<file path="src/rtl/apb_pkg.sv">
// Shared APB types and default bus widths for the requester and slave.
// No logic, no latency, no backpressure.
package apb_pkg;

    localparam int unsigned APB_ADDR_W = 4;
    localparam int unsigned APB_DATA_W = 8;

    typedef enum logic [1:0] {
        IDLE   = 2'b00,
        SETUP  = 2'b01,
        ACCESS = 2'b10
    } apb_state_t;

endpackage

</file>
<file path="src/rtl/apb_wait_timer.sv">
// ACCESS wait counter: expired is high once LIMIT stalled cycles have elapsed since clear.
// Registered count, combinational compare; saturates at LIMIT, no backpressure.
module apb_wait_timer #(
    parameter int unsigned LIMIT = 16
) (
    input  logic pclk,
    input  logic presetn,
    input  logic clear,
    input  logic enable,
    output logic expired
);

    localparam int unsigned CNT_W = (LIMIT < 1) ? 1 : $clog2(LIMIT + 1);
    localparam logic [CNT_W-1:0] LIMIT_C = CNT_W'(LIMIT);

    logic [CNT_W-1:0] cnt;

    assign expired = (cnt >= LIMIT_C);

    always_ff @(posedge pclk or negedge presetn) begin
        if (!presetn) begin
            cnt <= '0;
        end else if (clear) begin
            cnt <= '0;
        end else if (enable && !expired) begin
            cnt <= cnt + CNT_W'(1);
        end
    end

endmodule

</file>
<file path="src/rtl/apb_master_fsm.sv">
// APB requester: one command at a time through SETUP/ACCESS, 3-cycle min latency to rsp_valid.
// cmd_ready only in IDLE; ACCESS stalls on pready=0 (bounded by a timer with APB_TIMEOUT_EN).
module apb_master_fsm
    import apb_pkg::*;
#(
    parameter int unsigned ADDR_W         = APB_ADDR_W,
    parameter int unsigned DATA_W         = APB_DATA_W,
    parameter int unsigned TIMEOUT_CYCLES = 16
) (
    input  logic              pclk,
    input  logic              presetn,
    input  logic              cmd_valid,
    output logic              cmd_ready,
    input  logic              cmd_write,
    input  logic [ADDR_W-1:0] cmd_addr,
    input  logic [DATA_W-1:0] cmd_wdata,
    output logic              rsp_valid,
    output logic [DATA_W-1:0] rsp_rdata,
    output logic              rsp_err,
    output logic [ADDR_W-1:0] paddr,
    output logic              psel,
    output logic              penable,
    output logic              pwrite,
    output logic [DATA_W-1:0] pwdata,
    input  logic [DATA_W-1:0] prdata,
    input  logic              pready
);

    apb_state_t state;
    logic       expired;

    assign cmd_ready = (state == IDLE);

`ifdef APB_TIMEOUT_EN
    apb_wait_timer #(
        .LIMIT (TIMEOUT_CYCLES)
    ) u_wait_timer (
        .pclk    (pclk),
        .presetn (presetn),
        .clear   (state == SETUP),
        .enable  ((state == ACCESS) && !pready),
        .expired (expired)
    );
`else
    wire unused_timeout = |TIMEOUT_CYCLES;
    assign expired = 1'b0;
`endif

    always_ff @(posedge pclk or negedge presetn) begin
        if (!presetn) begin
            state     <= IDLE;
            psel      <= 1'b0;
            penable   <= 1'b0;
            pwrite    <= 1'b0;
            paddr     <= '0;
            pwdata    <= '0;
            rsp_valid <= 1'b0;
            rsp_rdata <= '0;
            rsp_err   <= 1'b0;
        end else begin
            rsp_valid <= 1'b0;
            case (state)
                IDLE: begin
                    if (cmd_valid) begin
                        state  <= SETUP;
                        psel   <= 1'b1;
                        paddr  <= cmd_addr;
                        pwrite <= cmd_write;
                        pwdata <= cmd_wdata;
                    end
                end
                SETUP: begin
                    state   <= ACCESS;
                    penable <= 1'b1;
                end
                ACCESS: begin
                    // pready wins over a coincident timeout
                    if (pready) begin
                        state     <= IDLE;
                        psel      <= 1'b0;
                        penable   <= 1'b0;
                        rsp_valid <= 1'b1;
                        rsp_rdata <= pwrite ? '0 : prdata;
                        rsp_err   <= 1'b0;
                    end else if (expired) begin
                        state     <= IDLE;
                        psel      <= 1'b0;
                        penable   <= 1'b0;
                        rsp_valid <= 1'b1;
                        rsp_rdata <= '0;
                        rsp_err   <= 1'b1;
                    end
                end
                default: begin
                    state   <= IDLE;
                    psel    <= 1'b0;
                    penable <= 1'b0;
                end
            endcase
        end
    end

endmodule
</file>
<file path="config.mk">
export PLATFORM = sky130hd
export DESIGN_NAME = apb_master_fsm
export DESIGN_NICKNAME = d
export VERILOG_FILES = /design/src/rtl/apb_pkg.sv /design/src/rtl/apb_wait_timer.sv /design/src/rtl/apb_master_fsm.sv
export SDC_FILE = /design/constraint.sdc
export NUM_CORES = 1
export LEC_CHECK = 0
export CAP_MARGIN = 30
export CORE_UTILIZATION = 43
export DETAILED_ROUTE_END_ITERATION = 10
export GPL_ROUTABILITY_DRIVEN = 0
export HOLD_SLACK_MARGIN = 0.02
export PLACE_DENSITY = 0.81
export REMOVE_ABC_BUFFERS = 1
export SKIP_CTS_REPAIR_TIMING = 1
export SLEW_MARGIN = 25
export SYNTH_ARGS = -nofsm -noshare
export SYNTH_HDL_FRONTEND = slang
export SYNTH_SLANG_ARGS = --single-unit
</file>
<file path="constraint.sdc">
create_clock -name pclk -period 2.6 [get_ports pclk]
set_input_delay 0.39 -clock pclk [delete_from_list [all_inputs] [get_ports pclk]]
set_output_delay 0.39 -clock pclk [all_outputs]
set_load 0.01 [all_outputs]
</file>
; ---- Word-level counts from Yosys, hierarchy flattened
; Cells that the tools add are included.
[totals]
elab_cells = 30
output_inout_bits = 26
inputBits = 25
regBits = 26
[op_classes]
reduce_logical = 6
n_eq_ne = 4
bitwise_logic = 2
muxes = 10
[ops]
columns = cell, n
row1 = 8-bit 2-to-1 mux, 1
row2 = 2-bit AND reduction, 4
row3 = 1-bit one-hot mux with 3 select lines, 2
row4 = 2-bit one-hot mux with 3 select lines, 1
row5 = 1-bit 2-to-1 mux, 4
row6 = 2-bit 2-to-1 mux, 2
row7 = "2-bit inequality test, second input constant", 2
row8 = 3-bit AND reduction, 1
row9 = "2-bit by 1-bit equality test with 1-bit output, second input constant", 1
row10 = "2-bit equality test, second input constant", 1
row11 = 2-bit logical NOT, 1
row12 = 1-bit NOT, 2

; ---- Depth between registers and ports, before layout
[depth]
word_depth = 3
depth_mapped = 5
ltp_nobuf = 3

; ---- Least setup slack after synthesis
; Ideal clock, no wire load.
[synth_path]
path_kind = register to register
start = reg state[1]
end = reg paddr[0]
n_path_buf = 2
arrival_time_ns = 1.262
path_stages_with_launch = 6
slack_ns = 1.213
required_ns = 2.475
setup_time_ns = 0.125
synth_period_minus_slack_ns = 1.387
cell_sequence = dfrtp_1 -> nor2_2 -> and2_4 -> buf_6 -> buf_12 -> mux2_4
[synth_via]
elab_chain_cells = 2
[synth_rtl]
columns = element, line_no
row1 = "start, declared", apb_master_fsm.sv:29  ; apb_state_t state;
row2 = "start signal, assigned", apb_master_fsm.sv:51  ; state <= IDLE;
row3 = "start signal, assigned", apb_master_fsm.sv:65  ; state <= SETUP;
row4 = "start signal, assigned", apb_master_fsm.sv:73  ; state <= ACCESS;
row5 = 2-bit logical NOT, --
row6 = named net cmd_ready, apb_master_fsm.sv:13  ; output logic cmd_ready,
row7 = 2-bit AND reduction (no source line), --
row8 = "end signal, assigned", apb_master_fsm.sv:67  ; paddr <= cmd_addr;
row9 = "end, declared", apb_master_fsm.sv:20  ; output logic [ADDR_W-1:0] paddr,
; The timed path passes the listed nets, and every way through them passes these cells.
; A chain may end at the register's enable or synchronous reset.

; ---- Final worst setup path
[layout_path]
start = reg state[1]
end = out cmd_ready
[layout_via]
elab_chain_cells = 1
[layout_rtl]
columns = element, line_no
row1 = 2-bit logical NOT, apb_master_fsm.sv:32  ; assign cmd_ready = (state == IDLE);
row2 = "end, declared", apb_master_fsm.sv:13
; No other way between the ends.

==> qor.yml <==
logic_synthesis:
  synth_compound_area_frac: 0.0633
  yosys.area_share.adder: 0
  synth_top_family_by_area: "multiplexers"
  seq_area_frac_synth: 0.610
  yosysWarnings: 0
  syn_area_per_cell_um2: 13.2
  synth_area_um2: 1070
  synth_xor_area_frac: 0
  synthMuxAreaShare: 0.169
  synth_simple_gate_area_share: 0.107
  netlist-cell-type-count: 18
  synth-seq-cells: 26
  syn-instance-count: 81
pwr:
  internal_power_mw: 1.19
  p_leak_nw: 0.688
  p_sw_frac: 0.306
  power.density_nw_per_um2: 1090
  report.power.total_mw: 1.72
  p_seq_frac: 0.418
  clock_power_share: 0.092
  combPwrFrac: 0.490
  vdd_ir_drop_max_mv: 0.751
  p_sw_uw: 525
worst_setup_path:
  r2r_slack_ns: 1.24
  slowest_stage: "clkdlybuf4s50_1"
  end_kind: "output port"
  crit_type: "register to output port"
  crit_path_start_kind: "register"
  r2r_start: "state[0]$_DFFE_PN0P_"
  worstPathMaxFanout: 6
  worst-path-buf-inv: 1
  reg2regPathDepth: 3
  r2r-end: "rsp_rdata[3]$_DFFE_PN0P_"
  max_stage_delay_ns: 0.54
  worstPathRequired_ns: 2.21
  crit_cells: 2
  path_cells: "nor2_2 > clkdlybuf4s50_1"
  crit_family: "buffers and inverters"
  worstPathArrival_ns: 1.44
floorplanning:
  ios: 51
  die_height_um: 51.8
  rows: 17
  start_util: 0.469
  core_area_um2: 2280
  die_w_um: 51.8
  die-area_um2: 2690
final_layout:
  diodes: 0
  final_area_um2: 1580
  syn_to_final_growth_pct: 47.9
  final_common_cell: "clkdlybuf4s50_1"
  mostFrequentLayoutCells: "clkdlybuf4s50_1 (49), dfrtp_1 (26), o21ai_0 (11)"
  ff_latch_area_um2: 651
  nFillCells: 185
  layout-drive-gt1-share: 0.146
  multiInputGateArea_um2: 365
  nNetsFinal: 157
placed_design:
  dp_hpwl_um: 1470
  post_dp_cell_area_um2: 1560
  io_buffers: 49
  dp_slack_ns: 0.852
clocking:
  cts_tree: "done"
  clk_pin_slew_ns: 0.13
  htreeDepth: 1
  clockRootBuffer: "clkbuf_4"
  clock_latency_ns: 0.30
  clk_path_buf_depth: 2
  cts_buffers: 3
  clock_sinks: 26
route:
  vias_per_cell: 4.73
  detail_route.wl_per_cell_um: 12.4
  drt-pass1-iter-count: 3
  wl_um: 1970
  num_vias: 747
  drc: 0
  ant_nets: 0
  drt_iter0_markers: 2
timing:
  worstMarginPinSlew_ns: 0.533
  finalSetupViolations: 0
  fin_crit_sh: 0.703
  fin_crit_ns: 1.83
  fin_tns_setup_ns: 0
  hold_viol_final: 0
  rsz0062_at_grt: "false"
  skew_ns: 0.00486
  finalMaxSlewViolations: 0
  worst_slack_ns: 0.773
  fmax_ghz: 0.547
  slew_headroom: 0.644
  holdWs_ns: 0.430
grt:
  antenna_found_initial: 0
  overflow: 0
  grt_max_degree: 27
  grt_pass1_wl_um: 3210
  track_usage: 0.160
  grt_pass1_vias: 794
run_status:
  outcome: "completed"
flow_run:
  cap_violations: 0
min_path:
  holdCritPathClass: "primary input to asynchronous set/reset pin"
==> metrics by stage <==
stage                     std cells  utilization
after floorplan                  77            -
after global placement          155        0.684
after detailed placement        155        0.684
after CTS                       158        0.694
after global routing            158        0.694
final                           158        0.694
==> worst register-to-register path, cell delays in order (launching register included) <==
cell and delay [ns]:
dfrtp_1 0.46, nand3b_1 0.49, nand2_1 0.20, o21ai_0 0.10
==> registers in the layout, summed over array words and instances, names as in the netlist <==
| register | flops |
|---|---|
| pwdata | 8 |
| paddr | 4 |
| psel | 1 |
| penable | 1 |
| state | 2 |
| pwrite | 1 |
| rsp_rdata | 8 |
| rsp_valid | 1 |
==> Yosys cell counts <==
cell | instances | area share
o21ai_0 | 11 | 0.052
nand2_1 | 10 | 0.035
inv_1 | 2 | 0.0070
buf_4 | 1 | 0.0070
and2_4 | 1 | 0.0082
mux2_2 | 4 | 0.042
o21a_1 | 1 | 0.0070
nand3b_1 | 1 | 0.0070
mux2_4 | 9 | 0.13
a21oi_1 | 1 | 0.0047
nor2_1 | 1 | 0.0035
nor2_2 | 1 | 0.0059
nand2b_1 | 8 | 0.047
buf_6 | 1 | 0.011
dfrtp_1 | 26 | 0.61
conb_1 | 1 | 0.0035
buf_12 | 1 | 0.019
buf_2 | 1 | 0.0047
==> per-layer routing <==
metal  track usage  wire length, um  vias up
li1              -                -      363
met1         0.185              878      349
met2         0.276              878       35
met3        0.0673              209        0
met4        0.0270                0        0
met5             0                0        -
==> worst max-delay path by stage <==
stage | from | to | slack [ns]
2_1_floorplan | state[1]$_DFFE_PN0P_ | pwdata[0]$_DFFE_PN0P_ | 1.27
3_3_place_gp | pready | rsp_rdata[2]$_DFFE_PN0P_ | 0.94
3_5_place_dp | pready | rsp_rdata[3]$_DFFE_PN0P_ | 0.85
4_1_cts | state[1]$_DFFE_PN0P_ | cmd_ready | 0.76
5_1_grt | state[1]$_DFFE_PN0P_ | cmd_ready | 0.71
6_report | state[1]$_DFFE_PN0P_ | cmd_ready | 0.77
==> cells by family (layout without fill, tap and decap cells) <==
group           count (synthesis)  after routing
flops                          26             26
simple gates                   22             22
mux                            13             13
other cells                     1              1
buf+inv                         6             55
compound gates                 13             13
==> power groups by stage <==
stage / sequential [mW] / clock (mW) / combinational, mW
after floorplan: 0.792 / 0 / 0.311
after global placement: 0.716 / 0 / 0.835
after detailed placement: 0.723 / 0 / 0.853
after CTS: 0.720 / 0.168 / 0.853
after global routing: 0.743 / 0.182 / 0.907
final: 0.717 / 0.159 / 0.841
==> cell type report <==
| class | instances | area share |
|---|---|---|
| Timing Repair Buffer | 50 | 0.315 |
| Tap cell | 28 | 0.0222 |
| Clock buffer | 3 | 0.0143 |
| Sequential cell | 26 | 0.412 |
| Inverter | 2 | 0.00475 |
| Multi-Input combinational cell | 49 | 0.231 |
(Power assumes the default switching activity.)
==> edit 1, RTL diff (same settings) <==
Change the package constant `APB_ADDR_W` from 4 to 3.
--- a/src/rtl/apb_pkg.sv
+++ b/src/rtl/apb_pkg.sv
@@ -2,7 +2,7 @@
 // No logic, no latency, no backpressure.
 package apb_pkg;
 
-    localparam int unsigned APB_ADDR_W = 4;
+    localparam int unsigned APB_ADDR_W = 3;
     localparam int unsigned APB_DATA_W = 8;
 
     typedef enum logic [1:0] {
Ports: changed (resized cmd_addr and paddr); port bits go from 51 to 49. The function was not compared with the original's and may differ.
==> edit 1 against the original RTL <==
- via count decreased by 4.0%
- first-iteration DRC count rose to 3.5 times the old value
- design area is 5.0% lower
- clock skew is 0.0023 ns higher
- sequential cell count is 1 lower
- cell count shrank 2.5%
- area after synthesis is 7.5% lower
- setup slack barely moved
- total power fell by 4.1%
- utilization grew 3.4 points
- sequential share of layout area increased by 0.50 points
- wire length decreased by 4.1%
- sequential power down 2%
- worst hold slack got worse by 0.011 ns
- critical path type unchanged
- highest routed layer is now met4
==> edit 1: results (changes against the original RTL) <==
Logic synthesis
  • Synth area leaders: dfrtp_1, mux2_2, nand2b_1 (was dfrtp_1, mux2_4, o21ai_0)
  • Post-synth top cells: dfrtp_1, mux2_2, nand2_1, o21ai_0, nand2b_1 (was dfrtp_1, o21ai_0, nand2_1)
  • Yosys cell types: 15 (was 18)
  • Mapped Area: 987 µm² (was 1070 µm²)

Finish
  • Multi-input logic area: 328 µm² (was 365 µm²)
  • Clock network area share: 0.0183 (was 0.0143)
  • Fin area: 1500 µm² (was 1580 µm²)
  • Net count, final: 152 (was 157)
  • Fillcell total: 154 (was 185)
  • #MultiIn Comb: 48 (was 49)
  • Fraction of layout cells with a size suffix above 1: 0.142 (was 0.146)

Pwr
  • Maximum vdd drop: 0.000640 V (was 0.000751 V)
  • Clock network fraction of total power: 0.099 (was 0.092)
  • Net switching power: 521 µW (was 525 µW)
  • Total power: 1650 µW (was 1720 µW)
  • Leak: 0.000635 µW (was 0.000688 µW)

Global route
  • Total global-route track usage: 0.167 (was 0.160)
  • Met1 Usage GRT: 0.200 (was 0.185)
  • Largest net degree at the start of global routing: 26 (was 27)
  • Global-route wire length before repair: 3080 µm (was 3210 µm)
  • Vias in the first global route: 690 (was 794)

STA
  • Worst-margin pin slew: 0.662 ns (was 0.533 ns)
  • Worst hold slack: 0.419 ns (was 0.430 ns)
  • Clock Skews: 0.00715 ns (was 0.00486 ns)

Setup path
  • Reg2reg setup slack: 1.00 ns (was 1.24 ns)
  • Reg2reg start: state[1] (was state[0])
  • End of the worst register-to-register path: pwdata[2] (was rsp_rdata[3])
  • Crit path max fanout: 7 (was 6)

Routing
  • Initial DRC count: 7 (was 2)
  • Met2 wire length: 990 µm (was 878 µm)
  • WL met3: 56 µm (was 209 µm)
  • Routed WL: 1890 µm (was 1970 µm)
  • Vias post-DR: 717 (was 747)
  • WL met1: 808 µm (was 878 µm)

Place
  • Place WS: 0.595 ns (was 0.852 ns)
  • Port bufs: 47 (was 49)

Status
  • Status: completed (unchanged)
-- edit 1: cell types whose count changed after synthesis, sizes merged --
cell,unedited run,this run
buf,4,3
mux2,13,12
dfrtp,26,25
nor3b,0,1
and2,1,0
-- edit 1: worst max path at each step --
stage / start / endpoint / slack, ns
2_1_floorplan: state[1] / paddr[0] / 1.20
3_3_place_gp: cmd_valid / pwdata[4] / 0.65
3_5_place_dp: cmd_valid / pwdata[6] / 0.59
4_1_cts: state[1] / cmd_ready / 0.76
5_1_grt: state[0] / cmd_ready / 0.69
6_report: state[1] / cmd_ready / 0.77
-- edit 1: logic make-up (layout without fill, tap and decap cells) --
family	after synthesis	in the layout	share of synthesized area
AO/OA/AOI/OAI	13	13	0.0684
buffers and inverters	5	54	0.0342
flip-flops	25	25	0.634
multiplexers	12	12	0.137
other	1	1	0.00380
AND/OR/NAND/NOR	22	22	0.123
==> edit 2, RTL diff (same settings) <==
Made on the original files. The 3 states of `apb_state_t` get a one-hot encoding in 3 bits.
--- a/src/rtl/apb_pkg.sv
+++ b/src/rtl/apb_pkg.sv
@@ -5,10 +5,10 @@
     localparam int unsigned APB_ADDR_W = 4;
     localparam int unsigned APB_DATA_W = 8;
 
-    typedef enum logic [1:0] {
-        IDLE   = 2'b00,
-        SETUP  = 2'b01,
-        ACCESS = 2'b10
+    typedef enum logic [2:0] {
+        IDLE   = 3'b001,
+        SETUP  = 3'b010,
+        ACCESS = 3'b100
     } apb_state_t;
 
 endpackage
Check against the original RTL: same outputs for any inputs over 10 cycles, from zero or initial values and one cycle with presetn low; not proved beyond that.
==> edit 2 against the original RTL <==
- synthesized cell count up 11%
- design area up 7.0%
- count of clock-buffer cells in the layout up 1
- total power up 4.5%
- cell count up 7.6%
- setup slack worse by 0.23 ns
- wire length up 14%
- worst hold slack worse by 0.0090 ns
- sequential cell count up 1
- area after synthesis up 8.8%
- largest power group unchanged
- highest routed layer is now met4
==> edit 2: results (changes against the original RTL) <==
Status
  • Status: completed (unchanged)

Global route
  • Total global-route track usage: 0.165 (was 0.160)
  • Vias in the first global route: 752 (was 794)
  • Largest net degree at the start of global routing: 28 (was 27)
  • Global-route wire length before repair: 3350 µm (was 3210 µm)

Finish
  • Non-clk invs: 1 (was 2)
  • Seq area share: 0.401 (was 0.412)
  • NonClk Buf Share: 0.299 (was 0.315)
  • Fraction of area in multi-input gates: 0.260 (was 0.231)
  • Signal buffers: 51 (was 50)
  • Fraction of layout cells with a size suffix above 1: 0.171 (was 0.146)
  • #MultiIn Comb: 57 (was 49)
  • Net count, final: 166 (was 157)
  • Clock buffers: 4 (was 3)
  • Fillcell total: 206 (was 185)
  • Clock network area share: 0.0156 (was 0.0143)

Pwr
  • Maximum vdd drop: 0.000659 V (was 0.000751 V)
  • Leak: 0.000722 µW (was 0.000688 µW)
  • Net switching power: 560 µW (was 525 µW)
  • Clock network fraction of total power: 0.098 (was 0.092)
  • Sw frac: 0.312 (was 0.306)
  • Gate power share: 0.483 (was 0.490)

Routing
  • Routed WL: 2250 µm (was 1970 µm)
  • Initial DRC count: 7 (was 2)
  • Detailed Routing Iterations Pass 1: 4 (was 3)

Setup path
  • Arr. time, crit path: 1.66 ns (was 1.44 ns)
  • Crit path max fanout: 8 (was 6)
  • CP delay by family, top: flip-flops (was buffers and inverters)
  • Delay of the slowest critical-path stage: 0.64 ns (was 0.54 ns)
  • Slowest cell on the critical path: dfstp_2 (was clkdlybuf4s50_1)
  • End of the worst register-to-register path: pwdata[0] (was rsp_rdata[3])
  • Reg2reg setup slack: 0.97 ns (was 1.24 ns)

Clock tree
  • Clk sinks: 27 (was 26)
  • Worst-Skew Late Latency: 0.32 ns (was 0.30 ns)

Logic synthesis
  • Synth area leaders: dfrtp_1, mux2_4, mux2_2 (was dfrtp_1, mux2_4, o21ai_0)
  • Sequential cell area fraction in the yosys report: 0.583 (was 0.610)
  • Yosys cell types: 24 (was 18)
  • Main flop type after synthesis: dfrtp_1 (unchanged)

STA
  • Worst hold slack: 0.421 ns (was 0.430 ns)
  • Clock Skews: 0.00285 ns (was 0.00486 ns)
  • Setup-failing EPs final: 0 (unchanged)
  • Max_slew headroom: 0.594 (was 0.644)
-- edit 2: kinds of logic (layout without fill, tap and decap cells) --
group	count (synthesis)	count (layout)	share of synthesized area
AO/OA/AOI/OAI	13	13	0.0593
other	1	1	0.00323
buffers and inverters	6	56	0.0388
multiplexers	13	13	0.152
flip-flops	27	27	0.583
AND/OR/NAND/NOR	30	30	0.164
-- edit 2: per-layer routing --
metal | track usage | routed length [µm]
met1 | 0.202 | 980
met2 | 0.267 | 1100
met3 | 0.0395 | 132
met4 | 0.0833 | 36
met5 | 0 | 0
-- edit 2: per-stage QoR --
| step | util | std cells | cell area, µm² | worst slack [ns] |
|---|---|---|---|---|
| 2_1_floorplan | - | 85 | 1120 | 0.832 |
| 3_3_place_gp | 0.659 | 166 | 1660 | 0.778 |
| 3_5_place_dp | 0.659 | 166 | 1660 | 0.672 |
| 4_1_cts | 0.670 | 170 | 1690 | 0.527 |
| 5_1_grt | 0.670 | 170 | 1690 | 0.454 |
| 6_report | 0.670 | 170 | 1690 | 0.547 |
